===== config.mk =====
export PLATFORM = sky130hd
export DESIGN_NAME = qm_regfile_sb
export DESIGN_NICKNAME = d
export VERILOG_FILES = /design/src/rtl/qm_regfile_sb.sv
export SDC_FILE = /design/constraint.sdc
export NUM_CORES = 2
export LEC_CHECK = 0
export CORE_MARGIN = 3
export CORE_UTILIZATION = 60
export DETAILED_ROUTE_END_ITERATION = 7
export DONT_BUFFER_PORTS = 1
export PLACE_DENSITY = 0.83
export SYNTH_ARGS = -nofsm -noshare
export SYNTH_HDL_FRONTEND = slang
export SYNTH_SLANG_ARGS = --single-unit

===== constraint.sdc =====
create_clock -name clk -period 5.15 [get_ports clk]
set_input_delay 0.7725 -clock clk [delete_from_list [all_inputs] [get_ports clk]]
set_output_delay 0.7725 -clock clk [all_outputs]
set_load 0.1 [all_outputs]

===== src/rtl/qm_regfile_sb.sv =====
// Decode-stage register file: NREAD combinational read ports, one clocked write port with
// write-through bypass, and a per-register load-pending scoreboard. Register 0 reads as zero.
module qm_regfile_sb #(
    parameter int unsigned DATA_WIDTH = 32,
    parameter int unsigned ADDR_WIDTH = 5,
    parameter int unsigned NREAD      = 2
) (
    input  logic                        clk,
    input  logic                        reset_n,
    input  logic [NREAD*ADDR_WIDTH-1:0] ra,
    output logic [NREAD*DATA_WIDTH-1:0] rd,
    output logic [NREAD-1:0]            rd_pending,
    input  logic                        we,
    input  logic [ADDR_WIDTH-1:0]       wa,
    input  logic [DATA_WIDTH-1:0]       wd,
    input  logic                        pend_set,
    input  logic [ADDR_WIDTH-1:0]       pend_addr,
    output logic                        any_pending
);

    localparam int unsigned DEPTH = 2 ** ADDR_WIDTH;

    logic [DATA_WIDTH-1:0] rf_q [DEPTH];
    logic [DEPTH-1:0]      pend_q;
    logic [DEPTH-1:0]      pend_d;

    always_ff @(posedge clk or negedge reset_n) begin
        if (!reset_n) begin
            for (int i = 0; i < DEPTH; i++) begin
                rf_q[i] <= '0;
            end
        end else if (we && (wa != '0)) begin
            rf_q[wa] <= wd;
        end
    end

    // A load issued to the register being written supersedes the write's clear.
    always_comb begin
        pend_d = pend_q;
        if (we) begin
            pend_d[wa] = 1'b0;
        end
        if (pend_set) begin
            pend_d[pend_addr] = 1'b1;
        end
        pend_d[0] = 1'b0;
    end

    always_ff @(posedge clk or negedge reset_n) begin
        if (!reset_n) begin
            pend_q <= '0;
        end else begin
            pend_q <= pend_d;
        end
    end

    assign any_pending = |pend_q;

    for (genvar p = 0; p < NREAD; p++) begin : g_rport
        logic [ADDR_WIDTH-1:0] ra_p;
        logic                  hit;
        logic                  clr_ovr;

        assign ra_p    = ra[p*ADDR_WIDTH +: ADDR_WIDTH];
        assign hit     = we && (wa == ra_p);
        assign clr_ovr = pend_set && (pend_addr == ra_p);

        always_comb begin
            rd[p*DATA_WIDTH +: DATA_WIDTH] = '0;
            rd_pending[p]                  = 1'b0;
            if (ra_p != '0) begin
                rd[p*DATA_WIDTH +: DATA_WIDTH] = hit ? wd : rf_q[ra_p];
                // Bypassed data is valid, so a same-cycle write hides the pending flag.
                rd_pending[p] = pend_q[ra_p] && !(hit && !clr_ovr);
            end
        end
    end

endmodule


# Word level (Yosys, flattened, before mapping)
# Cells that the tools add are included.
[totals] regBits=1055 input_bits=56 wordCells=98
[classes] magnitude_cmp=10 eq_ne=4 mux=25 bitwise_logic=6 reduce_logical=20
[op_table] operator="$bwmux W1024" n=1
[op_table] operator="$mux W32" n=11
[op_table] operator="$bmux W32 S5" n=2
[op_table] operator="$demux W32 S5" n=1
[op_table] operator="$and A32 B32 Y32" n=1
[op_table] operator="$not A32 Y32" n=1
[op_table] operator="$or A32 B32 Y32" n=1
[op_table] operator="$reduce_or A31 Y1" n=1
[op_table] operator="$lt A5 B6 Y1 const B" n=4
[op_table] operator="$eq A5 B5 Y1" n=4
[op_table] operator="$ge A6 B6 Y1 const B" n=3
[op_table] operator="$not A5 Y6" n=3
[op_table] operator="$reduce_bool A5 Y1" n=3
[op_table] operator="$logic_and A1 B1 Y1" n=12
[op_table] operator="$bmux W1 S5" n=2
[op_table] operator="$demux W1 S5" n=2
[op_table] operator="$ge A5 B1 Y1 const B" n=2
[op_table] operator="$lt A6 B1 Y1 const B" n=1
[op_table] operator="$mux W1" n=6
[op_table] operator="$logic_not A1 Y1" n=4

# Logic depth before layout (Yosys ltp)
[logic_depth] depth_word=9 ltp_mapped=10 ltp_nobuf=5

# Worst setup path after synthesis
# OpenSTA, ideal clock, no wires.
[synth_path] path_type="input to output" from="input port ra[0]" to="output port rd_pending[0]" arrival_ns=4.017 setup_slack_ns=0.360 cell_stages=9 n_path_buf=5 cell_sequence="buf_2 -> buf_6 -> buf_6 -> buf_6 -> buf_4 -> xor2_1 -> nor4_1 -> a31oi_1 -> nor3_1"
[synth_between] elab_chain_len=7 elab_cells_between_ends=12 cone_classes="eq/ne (2); mux (3); reduce/logical (7)"
[synth_rtl] element="start, declared" line_no="10" text="input logic [NREAD*ADDR_WIDTH-1:0] ra,"
[synth_rtl] element="parallel branches: the longest is 6 deep, another holds $bmux W1 S5"
[synth_rtl] element="$mux W1 (*)" line_no="71" text="if (ra_p != '0) begin"
[synth_rtl] element="end, declared" line_no="12" text="output logic [NREAD-1:0] rd_pending,"
# Every way passes the cells marked *. The select of a mux whose other input is x is not followed.

# Worst setup path in the final report
[layout_path] from="input port ra[0]" to="output port rd[0]"
[layout_between] elab_chain_len=6 elab_cells_between_ends=9 cone_classes="eq/ne (1); mux (5); bitwise (1); reduce/logical (2)"
[layout_rtl] element="$not A5 Y6 (not written as such)" line_no="72" text="rd[p*DATA_WIDTH +: DATA_WIDTH] = hit ? wd : rf_q[ra_p];"
[layout_rtl] element="$bmux W32 S5" line_no="72"
[layout_rtl] element="$mux W32 (not written as such) (2 in a row)" line_no="72"
[layout_rtl] element="$mux W32" line_no="72"
[layout_rtl] element="$mux W32 (*)" line_no="71"
[layout_rtl] element="end, declared" line_no="11" text="output logic [NREAD*DATA_WIDTH-1:0] rd,"
# Every way passes the cells marked *; elsewhere a longest branch is shown, timed or not. The select of a mux whose other input is x is not followed.

==> flow_summary.json <==
{
  "worst_r2r_startpoint": "rf_q[588]$_DFFE_PN0P_",
  "clkLatencyLatePin_ns": 0.66,
  "cts-root-to-sink-buffers": 3,
  "netlist.top_cell.by_area": "sky130_fd_sc_hd__dfrtp_1",
  "route.vias.total": 39100,
  "p_leak_nw": 26.7,
  "setup_total_negative_slack_ns": 0,
  "maximum_clock_skew_at_final_layout_ns": 0,
  "synth_cell_types": 62,
  "synth_flop_cell": "sky130_fd_sc_hd__dfrtp_1",
  "synth_compound_area_share_pct": 6.08,
  "dpl.hpwl_um": 105000,
  "setup.worst_path.start_class": "input pin",
  "cts_setup_buffers": 0,
  "maxcap_viol_count": 0,
  "timing.hold.worst_endpoint": "rf_q[167]$_DFFE_PN0P_",
  "cts_root_buf": "sky130_fd_sc_hd__clkbuf_16",
  "rows": 112,
  "path_type_of_the_worst_min_delay_path": "input pin to flip-flop",
  "cp_data_required_time_ns": 4.38,
  "proportion_of_layout_cells_with_a_drive_suffix_above_1_pct": 43.1,
  "routed_vias_inst": 7.72,
  "htree_num_levels": 3,
  "gp_routability_congestion": 0.908,
  "timing_hold_violations_final": 0,
  "seq_area_frac_synth_pct": 46.6,
  "synth_area_leaders": "sky130_fd_sc_hd__dfrtp_1 47%, sky130_fd_sc_hd__mux4_2 17%, sky130_fd_sc_hd__mux2_2 16%",
  "grt_util_all_layers_pct": 36.7,
  "synth_top_family_by_area": "multiplexers",
  "number_of_register_bits_inferred_by_synthesis": 1055,
  "timing.critical_path.to_type": "output port",
  "placement.io_buffers": 0,
  "relSlewSlack_pct": -31.1,
  "num_io_pins": 123,
  "finalMaxSlewViolations": 214,
  "syn_nets": 3963,
  "yosys_warnings": 0,
  "routedWlPerCell_um": 35.7,
  "netlist_area_um2": 56700,
  "drc_errors": 14,
  "synthToLayoutAreaGrowth_pct": 8.41,
  "drt_first_pass_iters": 8,
  "reg2reg_slack_ns": 4.28,
  "synthDominantCellAreaShare_pct": 46.6,
  "cts_inserted_buffers": 105,
  "syn-instance-count": 3907,
  "cts_num_sinks": 1055,
  "timing.critical_path.fanout_max": 318,
  "horizontal_die_dimension_um": 313,
  "synthArstFlopShare_pct": 100,
  "grt_first_pass_wirelength_um": 265000,
  "synth_adder_area_share_pct": 0,
  "worst_slew_pin_slew_ns": 1.97,
  "placement.cell_area_um2": 57600,
  "clkSlewWorstSetupHoldPaths_ns": 0.06,
  "synth_xor_xnor_area_share_pct": 0.309,
  "hp-start": "wd[7]",
  "via_count_of_the_first_global_routing_pass": 39100,
  "core_region_area_um2": 93500,
  "run_status": "finished, violations left",
  "max_freq_mhz": 202,
  "layout_worst_path_cycle_share_pct": 95.9,
  "finish.net_count": 3774,
  "unrepaired_setup_endpoints_after_global_routing": "false",
  "timing.setup.critical_path_class": "input pin to output port",
  "die_area_um2": 98200,
  "postSynthAreaPerCell_um2": 14.5,
  "cts_tree": "built",
  "final_design_area_no_fill_um2": 61500,
  "violated_checks": "DRC, slew limit",
  "critical_r2r_capture": "rf_q[588]$_DFFE_PN0P_",
  "finalSetupViolCount": 0,
  "worst-r2r-cell-count": 1,
  "number_of_cells_on_the_worst_hold_path": 1,
  "initial_core_util_pct": 60.7,
  "globalRoute.totalOverflow": 0,
  "worst_ir_drop_vdd_uv": 381,
  "synth_edf_count": 0,
  "min_period_ns": 4.94,
  "ctsResizeCount": 0,
  "synth_mux_area_share_pct": 41.1,
  "detail_route.iter0.violations": 5883,
  "critPathArrivalTime_ns": 4.17,
  "simple_gate_share_of_the_synthesized_area_pct": 2.10,
  "ant_nets": 0,
  "totalWireLength_um": 181000,
  "pwr_density_cell_nw_per_um2": 402,
  "initial_antenna_violation_count": 4,
  "die_h_um": 313,
  "grt_start_max_net_pins": 1056
}
## worst max path at each step
stage,from,endpoint,slack [ns],cells past startpoint
2_1_floorplan,ra[0],rd_pending[0],0.36,9
3_3_place_gp,ra[5],rd[46],1.09,6
3_5_place_dp,ra[1],rd[10],1.03,7
4_1_cts,ra[1],rd[10],0.97,7
5_1_grt,wa[3],rd[46],0.92,6
6_report,ra[0],rd[0],0.21,6
## cell usage in the layout, fill, tap and decap left out, drive strengths merged, types with 28 or more instances in the layout
cell / count
dfrtp: 1055
mux2: 1011
mux4: 439
mux2i: 202
clkbuf: 159
buf: 150
a22oi: 114
nand2: 110
a21oi: 80
o21ai: 58
nor2: 44
o221ai: 40
a22o: 32
o22ai: 28
## kinds of logic (layout without fill, tap and decap cells)
group / after synthesis / after routing
simple gates: 251 / 251
other cells: 0 / 2
flops: 1055 / 1055
compound gates: 475 / 475
mux: 1652 / 1652
buf+inv: 454 / 352
xor+xnor: 20 / 20
## critical path, stage by stage
cell and delay, ns:
sky130_fd_sc_hd__mux4_2 1.07, sky130_fd_sc_hd__nor2b_1 0.15, sky130_fd_sc_hd__a2111oi_0 0.57, sky130_fd_sc_hd__a31oi_1 0.20
sky130_fd_sc_hd__a32o_1 0.31, sky130_fd_sc_hd__buf_4 0.23
## cell usage after synthesis, types with 6 or more instances
cell type	n
sky130_fd_sc_hd__mux2_1	218
sky130_fd_sc_hd__buf_4	15
sky130_fd_sc_hd__a21oi_1	80
sky130_fd_sc_hd__o21ai_0	52
sky130_fd_sc_hd__buf_6	33
sky130_fd_sc_hd__mux2i_1	202
sky130_fd_sc_hd__clkbuf_1	226
sky130_fd_sc_hd__o21ai_1	6
sky130_fd_sc_hd__buf_2	113
sky130_fd_sc_hd__o221ai_1	40
sky130_fd_sc_hd__nor3b_1	9
sky130_fd_sc_hd__mux2_2	793
sky130_fd_sc_hd__nand2_1	110
sky130_fd_sc_hd__o22ai_1	28
sky130_fd_sc_hd__a221o_1	9
sky130_fd_sc_hd__nor4_1	10
sky130_fd_sc_hd__nand3b_1	8
sky130_fd_sc_hd__dfrtp_1	1055
sky130_fd_sc_hd__buf_1	55
sky130_fd_sc_hd__a22oi_1	114
sky130_fd_sc_hd__nand3_1	26
sky130_fd_sc_hd__nor2_1	44
sky130_fd_sc_hd__nor2b_1	9
sky130_fd_sc_hd__a31oi_1	18
sky130_fd_sc_hd__a211oi_1	11
sky130_fd_sc_hd__mux4_2	439
sky130_fd_sc_hd__o2111ai_1	9
sky130_fd_sc_hd__a221oi_1	19
sky130_fd_sc_hd__a22o_1	32
sky130_fd_sc_hd__a2111oi_0	7
sky130_fd_sc_hd__xnor2_1	8
sky130_fd_sc_hd__xor2_1	12
sky130_fd_sc_hd__a32o_1	19
## area by class of cell
type | count | area, µm²
diodes | 2 | 5.00
clock buffers | 159 | 3250
clock inverters | 35 | 477
fillers | 6411 | 32000
inverters | 8 | 30.0
multi-input cells | 2398 | 28400
flip-flops and latches | 1055 | 26400
well taps | 1254 | 1570
repair buffers | 150 | 1290
## routing by layer
layer	GRT usage (%)	up-vias	part of all wire, %
li1	-	14800	-
met1	49.3	20500	36
met2	53.3	3079	44
met3	12.1	778	14
met4	20.1	4	6.6
met5	0	-	0.012
## state kept, by name, indices dropped and copies added, names as in the netlist
| register | count |
|---|---|
| pend_q | 31 |
| rf_q | 1024 |
## metrics by stage
| stage | hold WS, ns | util [%] | power (W) | setup slack, ns | instances |
|---|---|---|---|---|---|
| floorplan | 0.441 | - | 0.0151 | 0.360 | 3907 |
| global placement | 0.377 | 61.6 | 0.0159 | 1.09 | 4860 |
| detailed placement | 0.386 | 61.6 | 0.0162 | 1.03 | 4860 |
| CTS | -0.122 | 65.6 | 0.0244 | 0.969 | 5054 |
| global route | 0.203 | 65.7 | 0.0254 | 0.917 | 5059 |
| finish | 0.219 | 65.8 | 0.0247 | 0.210 | 5061 |
## power by group
group	switching (W)	internal (W)
Clock	0.00337	0.00489
Sequential	0.00122	0.00988
Combinational	0.00246	0.00286
Total	0.00705	0.0176
Note: power is estimated with default switching activity, not from simulation.
